File: config.mk
export PLATFORM = sky130hd
export DESIGN_NAME = quad_encoder_trigger
export DESIGN_NICKNAME = d
export VERILOG_FILES = /design/src/rtl/encoder_pkg.sv /design/src/rtl/quad_input_filter.sv /design/src/rtl/quad_encoder_trigger.sv
export SDC_FILE = /design/constraint.sdc
export NUM_CORES = 1
export LEC_CHECK = 0
export ABC_AREA = 1
export BUFFER_PORTS_ARGS = -buffer_cell sky130_fd_sc_hd__buf_4
export CAP_MARGIN = 20
export CORE_AREA = 10 10 252 158
export DETAILED_ROUTE_END_ITERATION = 10
export DIE_AREA = 0 0 262 168
export SYNTH_ARGS = -nofsm -noshare
export SYNTH_HDL_FRONTEND = slang
export SYNTH_HIERARCHICAL = 1
export SYNTH_SLANG_ARGS = --single-unit
File: constraint.sdc
create_clock -name clk -period 3.25 [get_ports clk]
set_input_delay 0 -clock clk [delete_from_list [all_inputs] [get_ports clk]]
set_output_delay 0 -clock clk [all_outputs]
set_load 0.03 [all_outputs]
File: src/rtl/encoder_pkg.sv
// encoder_pkg: shared step encoding, Gray forward sequence and default widths for the encoder front end
package encoder_pkg;
  typedef enum logic [1:0] {STEP_NONE, STEP_FWD, STEP_REV, STEP_ERR} step_t;
  localparam logic [1:0] GRAY_NEXT_00 = 2'b01;
  localparam logic [1:0] GRAY_NEXT_01 = 2'b11;
  localparam logic [1:0] GRAY_NEXT_11 = 2'b10;
  localparam logic [1:0] GRAY_NEXT_10 = 2'b00;
  localparam int DEFAULT_POS_W = 32;
  function automatic logic [1:0] gray_fwd(input logic [1:0] s);
    return s == 2'b00 ? GRAY_NEXT_00 : s == 2'b01 ? GRAY_NEXT_01 : s == 2'b11 ? GRAY_NEXT_11 : GRAY_NEXT_10;
  endfunction
  function automatic step_t decode(input logic [1:0] prev, input logic [1:0] cur);
    return cur == prev ? STEP_NONE : cur == gray_fwd(prev) ? STEP_FWD : prev == gray_fwd(cur) ? STEP_REV : STEP_ERR;
  endfunction
endpackage

File: src/rtl/quad_input_filter.sv
// quad_input_filter: two-flop synchronizer plus run-length glitch filter for one encoder channel
module quad_input_filter #(
  parameter int FILTER_LEN = 4
) (
  input  logic clk,
  input  logic reset,
  input  logic load,
  input  logic din,
  output logic dout
);
  localparam int CW = FILTER_LEN > 0 ? $clog2(FILTER_LEN + 1) : 1;
  logic s1, s2;
  logic [CW-1:0] cnt;
  // a change is accepted on the (FILTER_LEN+1)th consecutive differing cycle, so F=0 is a plain register
  always_ff @(posedge clk)
    if (reset) begin
      s1 <= 1'b0;
      s2 <= 1'b0;
      dout <= 1'b0;
      cnt <= '0;
    end else begin
      s1 <= din;
      s2 <= s1;
      if (load) begin
        dout <= s2;
        cnt <= '0;
      end else if (s2 == dout) cnt <= '0;
      else if (cnt == CW'(FILTER_LEN)) begin
        dout <= s2;
        cnt <= '0;
      end else cnt <= cnt + 1'b1;
    end
endmodule

File: src/rtl/quad_encoder_trigger.sv
// quad_encoder_trigger: quadrature decode, signed position and backlash-aware pitch trigger generation
module quad_encoder_trigger
  import encoder_pkg::*;
#(
  parameter int FILTER_LEN = 4,
  parameter int POS_W = DEFAULT_POS_W
) (
  input  logic             clk,
  input  logic             reset,
  input  logic             enc_a,
  input  logic             enc_b,
  input  logic             enable,
  input  logic [POS_W-1:0] N_encoder,
  output logic             encoder_trigger,
  output logic [POS_W-1:0] position,
  output logic             dir,
  output logic             quad_error,
  output logic [POS_W-1:0] trigger_count
);
  logic [1:0] arm_cnt, prev;
  logic armed, load, fa, fb, wrap;
  logic [POS_W-1:0] acc, debt;
  step_t step;
  assign load = arm_cnt == 2'd2;
  quad_input_filter #(.FILTER_LEN(FILTER_LEN)) u_filt_a (.clk(clk), .reset(reset), .load(load), .din(enc_a), .dout(fa));
  quad_input_filter #(.FILTER_LEN(FILTER_LEN)) u_filt_b (.clk(clk), .reset(reset), .load(load), .din(enc_b), .dout(fb));
  always_comb begin
    step = armed ? decode(prev, {fa, fb}) : STEP_NONE;
    wrap = acc >= N_encoder - POS_W'(1);
  end
  // prev tracks the filtered state every cycle, so the freshly loaded state becomes the baseline before decoding arms
  always_ff @(posedge clk)
    if (reset) begin
      arm_cnt <= 2'd0;
      armed <= 1'b0;
      prev <= 2'b00;
      acc <= '0;
      debt <= '0;
      encoder_trigger <= 1'b0;
      position <= '0;
      dir <= 1'b0;
      quad_error <= 1'b0;
      trigger_count <= '0;
    end else begin
      arm_cnt <= arm_cnt == 2'd3 ? arm_cnt : arm_cnt + 2'd1;
      armed <= arm_cnt == 2'd3;
      prev <= {fa, fb};
      encoder_trigger <= 1'b0;
      if (step == STEP_FWD) begin
        position <= position + POS_W'(1);
        dir <= 1'b1;
      end
      if (step == STEP_REV) begin
        position <= position - POS_W'(1);
        dir <= 1'b0;
      end
      if (step == STEP_ERR) quad_error <= 1'b1;
      if (N_encoder != '0) begin
        if (step == STEP_REV && debt != '1) debt <= debt + POS_W'(1);
        if (step == STEP_FWD) begin
          if (debt != '0) debt <= debt - POS_W'(1);
          else if (wrap) begin
            acc <= '0;
            encoder_trigger <= enable;
            trigger_count <= trigger_count + POS_W'(enable);
          end else acc <= acc + POS_W'(1);
        end
      end
    end
endmodule

==> qor.csv, run 1 <==
metric;value;unit
status;completed;
# diodes;0;
pwr/cell area;301;nW/um^2
GRT overflow;0;
Pleak;0.00717;uW
Setup violations, final;0;
RD Place Congestion;0.953;
share of layout cells above drive strength 1;11.5;%
fill count;3801;
first-pass GRT wire length;69.2;mm
TritonRoute pass-1 iters;6;
gr usage total;19.3;%
Post-Syn Instances;2242;
Mean Syn Cell Area;5.88;um^2
Clock Root Buffer;clkbuf_16;
core region area;35500;um^2
largest net degree at the start of global routing;67;
max_cap viols;0;
DP Area;14600;um^2
Slew Viols, Final;0;
IO Port Bufs;103;
Die ar.;44000;um^2
Post-route DRC;0;
Worst Max-Slew Pin Slew;0.858;ns
total routed wirelength;43.0;mm
hold path depth;4;
Worst-Skew Late Latency;0.45;ns
Clock Skew;0.0149;ns
Critical Path RT;3.59;ns
wire length per cell;15.1;um
Post-CTS Setup Inserts;0;
row count;54;
Via density;5.06;
initial antenna violation count;0;
synth unique cells;51;
WS Path Type;register to register;
startpoint types;register;
worst hold start;reset;
reg2reg end;position[21];
Detail Route Antenna Nets;0;
Starting Density;37.2;%
initial DRC count;1221;
flops & latches, synth;148;
Slew headroom;42.8;%
placed insts;2807;
final instance area;15300;um^2
R2R setup slack;0.25;ns
Final Net Count;2470;
final hold vios;0;
Clock transition at path regs;0.07;ns
Seq/Total Area, Yosys;22.5;%
Critical Path Fanout Max;15;
Hold WC Path Type;input pin to register;
RSZ-0062 raised after global routing;no;
Layout Utilization;43.1;%
cts bufs inserted;17;
Worst R2R Start;u_filt_b/dout;
Layout area overhead;15.9;%
yosys warns;6;
period utilization;92.3;%
Netlist Area Pre-Place;13200;um^2
Worst Path Arrival;3.34;ns
reg2reg path depth;16;
Non-Filler Instances;2842;
ys flop type;dfxtp_1;
worst hold endpoint;trigger_count[3];
Vias;14400;
Top Ports;104;
Synth async-reset ratio;0;%
Post-synth EDFFs;0;
Die Wd;262;um
vias in the first global route;13100;
Max VDD drop;0.363;mV
Syn Nets;2359;
crit end category;register;
TritonCTS clock tree;done;
TritonCTS sink count;148;
Achievable Freq;333;MHz
Pwr Total;4590;uW
Die Height;168;um
dpl hpwl;33.9;mm
Longest Clk Path Bufs;2;
Final Critical Period;3.00;ns
H-tree depth;4;
worst max-delay path by stage:
stage	start	end	slack [ns]	depth (start not counted)
after floorplan	N_encoder[0]	trigger_count[12]	0.21	24
after global placement	N_encoder[1]	acc[19]	-0.11	23
after detailed placement	N_encoder[1]	acc[14]	-0.20	23
after CTS	u_filt_b/dout	position[20]	0.0007	16
after global routing	u_filt_b/dout	position[23]	0.01	17
final	u_filt_b/dout	position[21]	0.25	16
stage by stage:
step,setup TNS (ns),hold WS [ns],setup WS [ns]
after floorplan,0,0.0712,0.210
after global placement,-4.02,0.217,-0.106
after detailed placement,-8.21,0.216,-0.200
after CTS,0,0.197,0.000747
after global routing,0,0.234,0.00994
final,0,0.206,0.251
kinds of logic after synthesis:
group | after synthesis | synth area share (%)
and+or+nand+nor | 1323 | 43.6
buffers and inverters | 396 | 12.4
AOI/OAI and AO/OA | 230 | 9.55
DFF | 148 | 22.5
adders and majority gates | 80 | 7.65
xor gates and xnor gates | 65 | 4.32
synthesized netlist by cell type, drive strengths merged (6+ instances only):
| master | instances | area, um^2 |
|---|---|---|
| nor4 | 10 | 77.6 |
| nor2 | 452 | 1840 |
| inv | 328 | 1240 |
| o21ai | 97 | 493 |
| a31oi | 6 | 37.5 |
| a21o | 9 | 67.6 |
| xor2 | 40 | 350 |
| nand3 | 176 | 891 |
| nand3b | 8 | 72.6 |
| dfxtp | 148 | 2960 |
| a21oi | 99 | 511 |
| nand2 | 560 | 2160 |
| o211ai | 6 | 50.1 |
| nand4 | 68 | 425 |
| xnor2 | 25 | 219 |
| clkbuf | 19 | 71.3 |
| ha | 79 | 988 |
| nor3 | 45 | 245 |
| buf | 46 | 314 |
cells in the final DEF (no fill, tap or decap), types with 13 or more instances in the layout:
cell type / n
a21oi_1: 95
buf_4: 149
clkbuf_16: 17
dfxtp_1: 147
ha_1: 78
inv_1: 315
nand2_1: 544
nand2_2: 13
nand3_1: 174
nand4_1: 68
nor2_1: 414
nor2_2: 26
nor3_1: 41
o21ai_0: 80
o21ai_1: 14
xnor2_1: 25
xor2_1: 40
report_power, final:
part | switching [uW] | total [uW] | leakage (uW) | internal (uW)
sequential | 42.8 | 1900 | 0.00119 | 1860
clock | 921 | 2060 | 0.000283 | 1140
combinational | 400 | 635 | 0.00569 | 235
routing by layer:
| metal | track usage, % | routed length (um) |
|---|---|---|
| met5 | 0 | 0 |
| met4 | 3.26 | 360 |
| met3 | 4.64 | 3410 |
| met2 | 26.6 | 16700 |
| met1 | 29.6 | 22600 |
state kept, by name (all words and copies together) (netlist names), 2 cells and up:
| signal | count |
|---|---|
| arm_cnt | 2 |
| prev | 2 |
| u_filt_a/cnt | 3 |
| trigger_count | 32 |
| u_filt_b/cnt | 3 |
| acc | 32 |
| debt | 32 |
| position | 32 |
worst max-delay path: stages (launching register included):
cell and delay, ns:
dfxtp_2 0.39, xor2_1 0.19, o21ai_2 0.10, nor2_1 0.12
inv_1 0.09, ha_4 0.20, buf_6 0.17, ha_1 0.39
nand2_1 0.14, o21ai_0 0.35, a21oi_1 0.07, nand2_1 0.23
nand2_1 0.08, nand2_1 0.11, nor2_1 0.05, o21ai_0 0.16
inv_1 0.05
area by class of cell:
| class | instances | area (um^2) | share of cell area (%) |
|---|---|---|---|
| Inverter | 331 | 1250 | 8.22 |
| Multi-Input combinational cell | 1698 | 8630 | 56.5 |
| Timing Repair Buffer | 157 | 1240 | 8.12 |
| Tap cell | 476 | 596 | 3.90 |
| Clock inverter | 11 | 118 | 0.770 |
| Clock buffer | 21 | 470 | 3.08 |
| Sequential cell | 148 | 2960 | 19.4 |
what timing repair did:
item,CTS,global route
endpoints found under the hold margin,4,0
setup endpoints to repair,0,69
resized for setup,0,16
hold buffers,3,0
No activity file was read; power rests on OpenSTA's default activity.
==> run 2, diff against run 1 <==
Clock period 3.25 ns to 3.7 ns, I/O delays scaled along.
==> run 2 against run 1 <==
Against the previous run: sequential cell count stayed put; via count is 1.1% lower; clock power is 6% lower; clock-buffer cell count is 2 lower; sequential power is 12% lower; cell count is 1.3% lower; final area is 2.0% lower; critical path depth is 1 higher; die area stayed put; highest routed layer unchanged.
==> qor.csv, run 2 (synthesis results as in run 1) <==
metric;value;unit;change
switching power share of the total;27.9;%;-1.8 points
startpoint types;register;;
Final Net Count;2434;;-1.5%
pwr/cell area;277;nW/um^2;-7.9%
largest net degree at the start of global routing;67;;unchanged
most frequent cells in the layout;nand2_1 (545), nor2_1 (418), inv_1 (315);;
Vias;14200;;-1.1%
RSZ-0062 raised after global routing;no;;
TritonRoute pass-1 iters;5;;-1
cts bufs inserted;17;;unchanged
most common cell after layout, fill and taps aside;nand2_1;;
Worst-Skew Late Latency;0.46;ns;about the same
vias in the first global route;13000;;-0.74%
Post-CTS Setup Inserts;0;;unchanged
reg2reg end;position[20];;
RD Place Congestion;0.956;;+0.28%
Post-route DRC;0;;unchanged
row count;54;;unchanged
CP Launch Point;u_filt_b/dout;;
reg2reg path depth;17;;+1
# diodes;0;;unchanged
Via density;5.07;;+0.20%
status;completed;;
Starting Density;37.2;%;unchanged
critical path endpoint;position[20];;
Seq pwr share;40.3;%;-1.1 points
Critical Path RT;4.05;ns;+0.46 ns
Pleak;0.00701;uW;-2.3%
Clock transition at path regs;0.07;ns;about the same
Clock Skew;0.0140;ns;-0.000934 ns
GRT overflow;0;;unchanged
Final Critical Period;3.37;ns;+0.371 ns
Slew Viols, Final;0;;unchanged
Die Wd;262;um;unchanged
initial antenna violation count;0;;unchanged
max_cap viols;0;;unchanged
H-tree depth;4;;unchanged
WS Path Type;register to register;;
total routed wirelength;42.8;mm;-0.52%
core region area;35500;um^2;unchanged
Detail Route Antenna Nets;0;;unchanged
Psw;1160;uW;-15%
Top Ports;104;;unchanged
fill count;3831;;+0.79%
Pwr Total;4150;uW;-9.7%
Die ar.;44000;um^2;unchanged
first-pass GRT wire length;69.3;mm;+0.14%
share of layout cells above drive strength 1;9.62;%;-1.9 points
Die Height;168;um;unchanged
Layout area overhead;13.6;%;
initial DRC count;1548;;+27%
Clk pwr share;46.8;%;+2.0 points
Worst R2R Start;u_filt_b/dout;;
Hold WC Path Type;input pin to register;;
TritonCTS sink count;148;;unchanged
Longest Clk Path Bufs;2;;unchanged
setup tns final;0;ns;unchanged
hold path depth;4;;unchanged
dpl hpwl;33.5;mm;-1.3%
crit end category;register;;
R2R setup slack;0.33;ns;+0.08 ns
Slew headroom;41.6;%;-1.2 points
Setup violations, final;0;;unchanged
Worst Max-Slew Pin Slew;0.876;ns;+0.0183 ns
Critical Path Fanout Max;33;;+18
Pint;2990;uW;-7.4%
final hold vios;0;;unchanged
wire length per cell;15.3;um;+0.83%
IO Port Bufs;103;;unchanged
Clock Root Buffer;clkbuf_16;;
Achievable Freq;297;MHz;-11%
gr usage total;19.4;%;+0.035 points
Max VDD drop;0.356;mV;-1.9%
period utilization;91.1;%;-1.2 points
TritonCTS clock tree;done;;
Worst Path Arrival;3.71;ns;+0.37 ns
Combinational Power Share;12.9;%;-0.9 points
==> run 2: changes by cell type in the layout (fill, tap and decap cells not counted), moves of 2 or more <==
cell / before / now
nor2_4: 11 / 9
a21oi_2: 3 / 1
a21oi_1: 95 / 97
clkinv_2: 0 / 2
buf_4: 149 / 115
clkinvlp_4: 2 / 0
nor2_2: 26 / 24
nor2_1: 414 / 418
bufinv_16: 1 / 4
==> run 2: area by class of cell <==
type	count	area (um^2)	share of cell area (%)
Clock buffer	19	453	3.03
Clock inverter	11	174	1.16
Inverter	331	1250	8.38
Multi-Input combinational cell	1698	8580	57.3
Sequential cell	148	2960	19.8
Tap cell	476	596	3.98
Timing Repair Buffer	121	953	6.37
==> run 2: worst min-delay path by stage <==
stage | start | endpoint | slack, ns
6_report | reset | encoder_trigger | 0.16
5_1_grt | reset | encoder_trigger | 0.19
4_1_cts | reset | encoder_trigger | 0.16
3_5_place_dp | enc_a | u_filt_a/s1 | 0.22
3_3_place_gp | enc_a | u_filt_a/s1 | 0.22
2_1_floorplan | reset | u_filt_a/s1 | 0.07
==> run 2: what timing repair did <==
item / 4_1_cts / 5_1_grt
hold endpoints to repair: 4 / 0
endpoints found under the setup margin: 0 / 7
gates resized for setup: 0 / 1
hold buffers: 3 / 0
==> run 2: routing by layer <==
layer,vias up,global-route usage [%],routed length [um]
li1,7292,-,-
met2,498,25.1,15400
met3,28,5.06,3940
met1,6400,30.6,23100
met5,-,0,0
met4,0,3.39,324
==> run 2: through the flow <==
stage	utilization (%)	setup WS [ns]	area, um^2	std cells	hold WS [ns]
after CTS	42.2	0.237	15000	2804	0.157
after floorplan	-	0.422	13200	2242	0.0712
after detailed placement	40.4	0.0953	14300	2771	0.220
after global placement	40.4	0.198	14300	2771	0.220
final	42.2	0.331	15000	2804	0.164
after global routing	42.2	0.0138	15000	2804	0.187
==> run 2: power groups by stage <==
stage / combinational (uW) / clock [uW] / sequential, uW
floorplan: 326 / 0 / 1730
global placement: 518 / 0 / 1710
detailed placement: 530 / 0 / 1710
CTS: 534 / 1980 / 1670
global route: 602 / 2060 / 1680
finish: 535 / 1940 / 1670
==> run 2: worst max-delay path: stages (launching register included) <==
cell and delay (ns):
dfxtp_1 0.45, xor2_1 0.16, o21ai_0 0.12, nor2_1 0.20
ha_1 0.31, buf_12 0.24, inv_1 0.08, fa_1 0.41
o21ai_1 0.29, nand2_1 0.09, nand2_1 0.18, nand2_1 0.07
nand2_1 0.16, nand3_1 0.09, nand2_1 0.11, nor2_1 0.05
o21ai_0 0.16, inv_1 0.05
